===== src/rtl/text_overlay_pkg.sv =====
// Shared types and constants for the character-cell text overlay.
package text_overlay_pkg;

    localparam int unsigned CELL_W = 8;
    localparam int unsigned CELL_H = 16;
    localparam logic [6:0] ASCII_SPACE = 7'h20;

    typedef enum logic [1:0] {
        StInit,
        StIdle,
        StClear
    } state_e;

    typedef struct packed {
        logic [6:0]  code;
        logic [11:0] fg;
    } cell_t;

endpackage


===== src/rtl/text_overlay_if.sv =====
// Write/clear port used by the ride counters to place characters in the buffer.
interface text_overlay_if;

    logic        wr_valid;
    logic        wr_ready;
    logic        wr_page;
    logic [5:0]  wr_col;
    logic [3:0]  wr_row;
    logic [6:0]  wr_char;
    logic [11:0] wr_fg;
    logic        clr_req;

    modport master (
        output wr_valid, wr_page, wr_col, wr_row, wr_char, wr_fg, clr_req,
        input  wr_ready
    );

    modport slave (
        input  wr_valid, wr_page, wr_col, wr_row, wr_char, wr_fg, clr_req,
        output wr_ready
    );

endinterface


===== src/rtl/ascii_rom.sv =====
// Compact 8x16 font: 'S' drawn explicitly, other printable codes show a code-derived bar pattern.
module ascii_rom (
    input  logic [10:0] addr,
    output logic [7:0]  data
);

    logic [6:0] code;
    logic [3:0] row;

    assign code = addr[10:4];
    assign row  = addr[3:0];

    always_comb begin
        data = 8'h00;
        if (code == 7'h53) begin
            case (row)
                4'd2, 4'd11:              data = 8'h7C;
                4'd3, 4'd4, 4'd9, 4'd10:  data = 8'hC6;
                4'd5:                     data = 8'h60;
                4'd6:                     data = 8'h38;
                4'd7:                     data = 8'h0C;
                4'd8:                     data = 8'h06;
                default:                  data = 8'h00;
            endcase
        end else if (code > 7'h20 && code < 7'h7F && row >= 4'd2 && row <= 4'd13) begin
            data = {1'b0, code} ^ {4'h0, row};
        end
    end

endmodule


===== src/rtl/text_buffer_ram.sv =====
// Simple dual-port cell buffer: one write port, one registered read port.
module text_buffer_ram #(
    parameter int unsigned Depth = 128,
    parameter int unsigned Width = 19,
    parameter int unsigned AddrW = $clog2(Depth)
) (
    input  logic             clk,
    input  logic             we,
    input  logic [AddrW-1:0] waddr,
    input  logic [Width-1:0] wdata,
    input  logic [AddrW-1:0] raddr,
    output logic [Width-1:0] rdata
);

    logic [Width-1:0] mem [Depth];

    always_ff @(posedge clk) begin
        if (we) begin
            mem[waddr] <= wdata;
        end
        rdata <= mem[raddr];
    end

endmodule


===== src/rtl/text_overlay.sv =====
// Two-page character-cell text engine: 3-stage pixel pipeline plus buffer init/clear FSM.
module text_overlay
    import text_overlay_pkg::*;
#(
    parameter int unsigned COLS     = 16,
    parameter int unsigned ROWS     = 4,
    parameter int unsigned ORIGIN_X = 80,
    parameter int unsigned ORIGIN_Y = 80,
    parameter int unsigned V_ACTIVE = 480
) (
    input  logic           clk,
    input  logic           rst_n,
    input  logic [9:0]     x,
    input  logic [9:0]     y,
    input  logic           video_on,
    input  logic           hsync_in,
    input  logic           vsync_in,
    text_overlay_if.slave  wr,
    input  logic           page_req,
    input  logic [11:0]    bg_rgb,
    output logic [11:0]    rgb,
    output logic           hsync,
    output logic           vsync,
    output logic           video_out,
    output logic           text_hit,
    output logic           page_active
);

    localparam int unsigned Cells = COLS * ROWS;
    localparam int unsigned CellW = (Cells > 1) ? $clog2(Cells) : 1;
    localparam int unsigned AddrW = CellW + 1;

    // Control FSM and buffer write port
    state_e           state;
    logic [CellW-1:0] cnt;
    logic             cnt_page;
    logic             wr_ready_q;
    logic             last_cell;
    logic             host_in_range;
    logic [CellW-1:0] host_cell;
    logic             ram_we;
    logic [AddrW-1:0] ram_waddr;
    cell_t            ram_wdata;

    assign wr.wr_ready     = wr_ready_q;
    assign last_cell       = (cnt == CellW'(Cells - 1));
    assign host_in_range   = (32'(wr.wr_col) < COLS) && (32'(wr.wr_row) < ROWS);
    assign host_cell       = CellW'(32'(wr.wr_row) * COLS + 32'(wr.wr_col));

    always_comb begin
        ram_we    = 1'b0;
        ram_waddr = {cnt_page, cnt};
        ram_wdata = '{code: ASCII_SPACE, fg: 12'h000};
        case (state)
            StInit, StClear: ram_we = 1'b1;
            StIdle: begin
                ram_we    = wr.wr_valid && wr_ready_q && host_in_range;
                ram_waddr = {wr.wr_page, host_cell};
                ram_wdata = '{code: wr.wr_char, fg: wr.wr_fg};
            end
            default: ram_we = 1'b0;
        endcase
    end

    always_ff @(posedge clk or negedge rst_n) begin
        if (!rst_n) begin
            state      <= StInit;
            cnt        <= '0;
            cnt_page   <= 1'b0;
            wr_ready_q <= 1'b0;
        end else begin
            case (state)
                StInit: begin
                    if (last_cell) begin
                        cnt <= '0;
                        if (cnt_page) begin
                            cnt_page   <= 1'b0;
                            state      <= StIdle;
                            wr_ready_q <= 1'b1;
                        end else begin
                            cnt_page <= 1'b1;
                        end
                    end else begin
                        cnt <= cnt + CellW'(1);
                    end
                end
                StIdle: begin
                    // A write presented alongside clr_req has already landed this cycle.
                    if (wr.clr_req) begin
                        state      <= StClear;
                        cnt        <= '0;
                        cnt_page   <= wr.wr_page;
                        wr_ready_q <= 1'b0;
                    end
                end
                StClear: begin
                    if (last_cell) begin
                        state      <= StIdle;
                        cnt        <= '0;
                        wr_ready_q <= 1'b1;
                    end else begin
                        cnt <= cnt + CellW'(1);
                    end
                end
                default: state <= StInit;
            endcase
        end
    end

    // Page swap only at the top of vertical blanking
    logic at_vact;
    logic at_vact_q;

    assign at_vact = (32'(y) == V_ACTIVE);

    always_ff @(posedge clk or negedge rst_n) begin
        if (!rst_n) begin
            at_vact_q   <= 1'b0;
            page_active <= 1'b0;
        end else begin
            at_vact_q <= at_vact;
            if (at_vact && !at_vact_q) begin
                page_active <= page_req;
            end
        end
    end

    // Pixel pipeline
    logic [31:0]      px, py, col_c, row_c;
    logic             in_win_c;
    logic [CellW-1:0] cell_c;
    logic             s1_win, s2_win;
    logic [AddrW-1:0] s1_addr;
    logic [2:0]       s1_gx, s2_gx;
    logic [3:0]       s1_gy, s2_gy;
    logic [2:0]       hs_q, vs_q, vo_q;
    cell_t            rd_cell;
    logic [7:0]       rom_data;
    logic             lit;

    assign px       = 32'(x);
    assign py       = 32'(y);
    assign in_win_c = (px >= ORIGIN_X) && (px < ORIGIN_X + CELL_W * COLS) &&
                      (py >= ORIGIN_Y) && (py < ORIGIN_Y + CELL_H * ROWS);
    assign col_c    = (px - ORIGIN_X) >> 3;
    assign row_c    = (py - ORIGIN_Y) >> 4;
    assign cell_c   = CellW'(row_c * COLS + col_c);

    text_buffer_ram #(
        .Depth (2 ** AddrW),
        .Width ($bits(cell_t)),
        .AddrW (AddrW)
    ) u_buf (
        .clk   (clk),
        .we    (ram_we),
        .waddr (ram_waddr),
        .wdata (ram_wdata),
        .raddr (s1_addr),
        .rdata (rd_cell)
    );

    ascii_rom u_rom (
        .addr (({rd_cell.code, s2_gy})),
        .data (rom_data)
    );

    assign lit = s2_win && rom_data[3'd7 - s2_gx];

    always_ff @(posedge clk or negedge rst_n) begin
        if (!rst_n) begin
            s1_win   <= 1'b0;
            s1_addr  <= '0;
            s1_gx    <= '0;
            s1_gy    <= '0;
            s2_win   <= 1'b0;
            s2_gx    <= '0;
            s2_gy    <= '0;
            hs_q     <= '1;
            vs_q     <= '1;
            vo_q     <= '0;
            rgb      <= 12'h000;
            text_hit <= 1'b0;
        end else begin
            s1_win   <= in_win_c;
            s1_addr  <= {page_active, cell_c};
            s1_gx    <= x[2:0];
            s1_gy    <= y[3:0];
            s2_win   <= s1_win;
            s2_gx    <= s1_gx;
            s2_gy    <= s1_gy;
            hs_q     <= {hs_q[1:0], hsync_in};
            vs_q     <= {vs_q[1:0], vsync_in};
            vo_q     <= {vo_q[1:0], video_on};
            rgb      <= !vo_q[1] ? 12'h000 : (lit ? rd_cell.fg : bg_rgb);
            text_hit <= lit && vo_q[1];
        end
    end

    assign hsync     = hs_q[2];
    assign vsync     = vs_q[2];
    assign video_out = vo_q[2];

endmodule


===== src/flat_wrapper.sv =====
// flat-port wrapper written by rule: the top's interface ports become plain ports
module text_overlay_flat import text_overlay_pkg::*;
#(
    parameter int unsigned COLS     = 16,
    parameter int unsigned ROWS     = 4,
    parameter int unsigned ORIGIN_X = 80,
    parameter int unsigned ORIGIN_Y = 80,
    parameter int unsigned V_ACTIVE = 480
)
  (clk, rst_n, x, y, video_on, hsync_in, vsync_in, page_req, bg_rgb, rgb, hsync, vsync, video_out, text_hit, page_active, wr_wr_valid, wr_wr_page, wr_wr_col, wr_wr_row, wr_wr_char, wr_wr_fg, wr_clr_req, wr_wr_ready);
  text_overlay_if wr_i ();
  input  logic clk;
  input  logic rst_n;
  input  logic [9:0] x;
  input  logic [9:0] y;
  input  logic video_on;
  input  logic hsync_in;
  input  logic vsync_in;
  input  logic page_req;
  input  logic [11:0] bg_rgb;
  output logic [11:0] rgb;
  output logic hsync;
  output logic vsync;
  output logic video_out;
  output logic text_hit;
  output logic page_active;
  input wire logic [$bits(wr_i.wr_valid)-1:0] wr_wr_valid;
  input wire logic [$bits(wr_i.wr_page)-1:0] wr_wr_page;
  input wire logic [$bits(wr_i.wr_col)-1:0] wr_wr_col;
  input wire logic [$bits(wr_i.wr_row)-1:0] wr_wr_row;
  input wire logic [$bits(wr_i.wr_char)-1:0] wr_wr_char;
  input wire logic [$bits(wr_i.wr_fg)-1:0] wr_wr_fg;
  input wire logic [$bits(wr_i.clr_req)-1:0] wr_clr_req;
  output wire logic [$bits(wr_i.wr_ready)-1:0] wr_wr_ready;
  assign wr_i.wr_valid = wr_wr_valid;
  assign wr_i.wr_page = wr_wr_page;
  assign wr_i.wr_col = wr_wr_col;
  assign wr_i.wr_row = wr_wr_row;
  assign wr_i.wr_char = wr_wr_char;
  assign wr_i.wr_fg = wr_wr_fg;
  assign wr_i.clr_req = wr_clr_req;
  assign wr_wr_ready = wr_i.wr_ready;
  text_overlay #(.COLS(COLS), .ROWS(ROWS), .ORIGIN_X(ORIGIN_X), .ORIGIN_Y(ORIGIN_Y), .V_ACTIVE(V_ACTIVE)) u_core (.clk(clk), .rst_n(rst_n), .x(x), .y(y), .video_on(video_on), .hsync_in(hsync_in), .vsync_in(vsync_in), .wr(wr_i), .page_req(page_req), .bg_rgb(bg_rgb), .rgb(rgb), .hsync(hsync), .vsync(vsync), .video_out(video_out), .text_hit(text_hit), .page_active(page_active));
endmodule

===== config.mk =====
export PLATFORM = sky130hd
export DESIGN_NAME = text_overlay_flat
export DESIGN_NICKNAME = d
export VERILOG_FILES = /design/src/rtl/text_overlay_pkg.sv /design/src/rtl/text_overlay_if.sv /design/src/rtl/ascii_rom.sv /design/src/rtl/text_buffer_ram.sv /design/src/rtl/text_overlay.sv /design/src/flat_wrapper.sv
export SDC_FILE = /design/constraint.sdc
export NUM_CORES = 2
export LEC_CHECK = 0
export ABC_CLOCK_PERIOD_IN_PS = 5280
export CORE_ASPECT_RATIO = 1.5
export CORE_MARGIN = 3
export CORE_UTILIZATION = 40
export DETAILED_ROUTE_END_ITERATION = 16
export RECOVER_POWER = 100
export SYNTH_ARGS = -nofsm -noshare
export SYNTH_HDL_FRONTEND = slang
export SYNTH_SLANG_ARGS = --single-unit

===== constraint.sdc =====
create_clock -name clk -period 5.28 [get_ports clk]
set_clock_uncertainty 0.1 [all_clocks]
set_input_delay 1.584 -clock clk [delete_from_list [all_inputs] [get_ports clk]]
set_output_delay 1.584 -clock clk [all_outputs]
set_load 0.01 [all_outputs]

==> flow_metrics.py <==
metrics = {
    "sta": {
        "relSlewSlack": -0.557,
        "drv_slew": 1068,
        "tightest_slew_ns": 2.34,
        "grt_setup_unrepaired": "no",
        "hold_violations": 0,
        "min_period_over_period": 0.882,
        "finalCriticalPeriod_ns": 4.66,
        "setup_violations": 0,
        "setup_tns_ns": 0,
        "fmax_mhz": 215,
    },
    "cells_and_area": {
        "postLayoutCellArea_um2": 111000,
        "layout.cells.non_filler": 7857,
        "final_nets": 4662,
        "syn2layout_area_growth_pct": 15.6,
        "final_cell_mix": "2432 x edfxtp_1, 665 x mux4_2, 226 x clkbuf_16",
        "final_common_cell": "edfxtp_1",
        "layout-drive-gt1-share": 0.267,
    },
    "power_and_ir_drop": {
        "cellLeakagePower_nw": 35.3,
        "p_per_area_nw_per_um2": 398,
        "ir_drop_uv": 296,
    },
    "clock_network": {
        "clockRootBuffer": "clkbuf_16",
        "cts.path.max_buffers": 4,
        "cts_resized": 0,
        "cts_tree": "done",
        "h-tree-depth": 4,
        "post-cts-setup-buffers": 0,
        "cts-buffers-inserted": 223,
        "clock-sinks": 2508,
        "clk_pin_slew_ns": 0.07,
        "cts_hold_buf": 0,
        "clock_latency_ns": 0.84,
    },
    "logic_synthesis": {
        "synth.net_count": 4249,
        "synth_xor_area_frac": 0.00128,
        "yosysTopAreaCellShare": 0.760,
        "synth_simple_gate_area_frac": 0.0154,
        "ys_ff_latch": 2508,
        "netlist_area_um2": 96100,
        "synth_ff_type": "edfxtp_1",
        "async_reset_ff_frac": 0.0227,
        "synth_fa_ha_area_frac": 0.00182,
        "synth_mux_area_frac": 0.179,
        "synth_compound_area_frac": 0.0132,
        "synth_top_family_by_area": "multiplexers",
        "ys_seq_area_frac": 0.779,
        "synth_edf_count": 2432,
        "yosysWarnings": 0,
        "post_synth_num_cell_types": 53,
        "synth_area_leaders": "edfxtp_1 76%, mux4_2 16%, mux2i_1 2.3%",
        "syn_inst": 4165,
        "yosys.area.top_type": "edfxtp_1",
        "avgSynthCellArea_um2": 23.1,
    },
    "min_path": {
        "hold_class": "register to register",
        "hold_start": "u_core.vo_q[0]",
        "min_to": "u_core.vo_q[1]",
        "hold_path_depth": 0,
    },
    "global_route": {
        "gr-usage-met1": 0.259,
        "met2_usage": 0.325,
        "gr-usage-met3": 0.0278,
        "grt_overflow": 0,
        "grt_pass1_vias": 46110,
        "grt_use_total": 0.196,
        "busiest_layer": "met2",
        "antenna_found_initial": 10,
        "grt_pass1_wl_mm": 345,
        "grt_max_degree": 129,
    },
    "worst_setup_path": {
        "worstSetupPathType": "primary input to register",
        "r2r_end": "u_core.u_buf.rdata[9]",
        "r2r_slack_ns": 0.65,
        "slowest_delay_ns": 0.66,
        "cp.buffers_inverters": 4,
        "critPathLaunchType": "primary input",
        "r2r_start": "u_core.s1_addr[0]",
        "ff2ff_path_depth": 8,
        "required_ns": 5.66,
        "worstPathArrival_ns": 5.04,
        "path_cells": "dlygate4sd3_1 -> ha_1 -> xor2_1 -> xnor2_1 -> o21ai_0 -> nor2_1 -> buf_4 -> nand2_1 -> clkbuf_1 -> nor2_1 -> clkbuf_1",
        "path_delay_family": "buffers and inverters",
        "endpoint_kind": "register",
        "worstPathMaxFanout": 11,
        "slowest_stage": "xnor2_1",
    },
    "placed_design": {
        "io_buffers": 87,
        "gp_congestion": 0.893,
        "dpl-instance-area_um2": 104000,
        "placed_cells": 7447,
        "dp_hpwl_mm": 153,
    },
    "job": {
        "drv_cap": 18,
    },
    "die": {
        "start_util": 0.404,
        "dieArea_um2": 246000,
        "rows": 219,
        "die_h_um": 606,
        "core-area_um2": 238000,
        "die_w_um": 406,
        "io_pins": 88,
    },
    "routing": {
        "firstDrtPassIters": 7,
        "routed_wirelength_mm": 242,
        "postRouteAntennaNets": 0,
        "drcViolationCount": 0,
        "num_vias": 44668,
        "viasPerCell": 5.69,
        "first_iter_violations": 4841,
        "routedWlPerCell_um": 30.8,
    },
    "status": {
        "run_status": "complete, but fails checks",
        "violations": "capacitance limit, slew limit",
    },
}
==> cells in the mapped netlist (3+ instances only) <==
master / count
edfxtp_1: 2432
mux4_2: 665
mux2i_1: 223
nor2_1: 146
clkbuf_1: 103
o22ai_1: 83
nand2_1: 80
buf_2: 74
dfrtp_1: 51
o211ai_1: 38
buf_1: 29
nor4_1: 22
a22oi_1: 21
and2_1: 21
dfxtp_1: 19
nand3_1: 15
ha_1: 14
o21ai_0: 14
nor2b_1: 10
inv_1: 9
xnor2_1: 9
buf_4: 8
nand3b_1: 8
a21oi_1: 7
dfstp_2: 6
nor3_1: 6
nand2b_1: 5
xor2_1: 5
buf_6: 4
o31ai_1: 4
a2111oi_0: 3
or3_1: 3
==> sequential cells by signal, summed over array words and instances (netlist names), 4 cells and up <==
register and cells:
u_core.s1_addr 7, u_core.s2_gy 4, u_core.s1_gy 4, u_core.u_buf.rdata 19, u_core.u_buf.mem 2432, u_core.cnt 6, u_core.rgb 12
==> logic make-up after synthesis <==
logic type      after synthesis
xor+xnor                     14
fa+ha+maj                    14
buf+inv                     227
simple gates                327
compound gates              186
flops                      2508
mux                         889
==> per-stage QoR <==
stage | power (mW) | hold slack, ns | utilization | worst slack [ns]
2_1_floorplan | 25.7 | 0.231 | - | 1.21
3_3_place_gp | 28.1 | 0.234 | 0.439 | 0.637
3_5_place_dp | 28.2 | 0.235 | 0.439 | 0.622
4_1_cts | 44.9 | 0.248 | 0.470 | 1.27
5_1_grt | 45.6 | 0.258 | 0.467 | 0.555
6_report | 44.2 | 0.245 | 0.467 | 0.622
==> how the worst max path moves through the flow <==
stage                            from                        to  cells after the start
floorplan                wr_wr_col[4]   u_core.u_buf.mem[36][0]                      6
global placement         wr_wr_col[4]   u_core.u_buf.mem[7][10]                     11
detailed placement       wr_wr_col[4]   u_core.u_buf.mem[80][1]                     11
CTS                 u_core.s1_addr[0]     u_core.u_buf.rdata[6]                      6
global route        u_core.s1_addr[0]     u_core.u_buf.rdata[4]                      9
finish                   wr_wr_col[4]  u_core.u_buf.mem[80][13]                     11
==> where the power goes <==
part	total, mW	switching (mW)	internal (mW)
logic	4.66	2.96	1.70
registers	22.9	0.353	22.5
clock network	16.7	7.08	9.61
==> layer usage <==
layer / up-vias / wire length (um)
met4: 0 / 12900
met2: 1844 / 120000
met1: 23878 / 92800
li1: 18515 / -
met5: - / 0
met3: 431 / 16600
==> final cells by class <==
type | instances | area (um^2)
inverters | 9 | 33.8
clock inverters | 127 | 1550
diodes | 7 | 17.5
fillers | 19176 | 127000
clock buffers | 276 | 5910
multi-input cells | 1430 | 20300
repair buffers | 406 | 4560
flip-flops and latches | 2508 | 74900
well taps | 3094 | 3870
(Power assumes the default switching activity.)
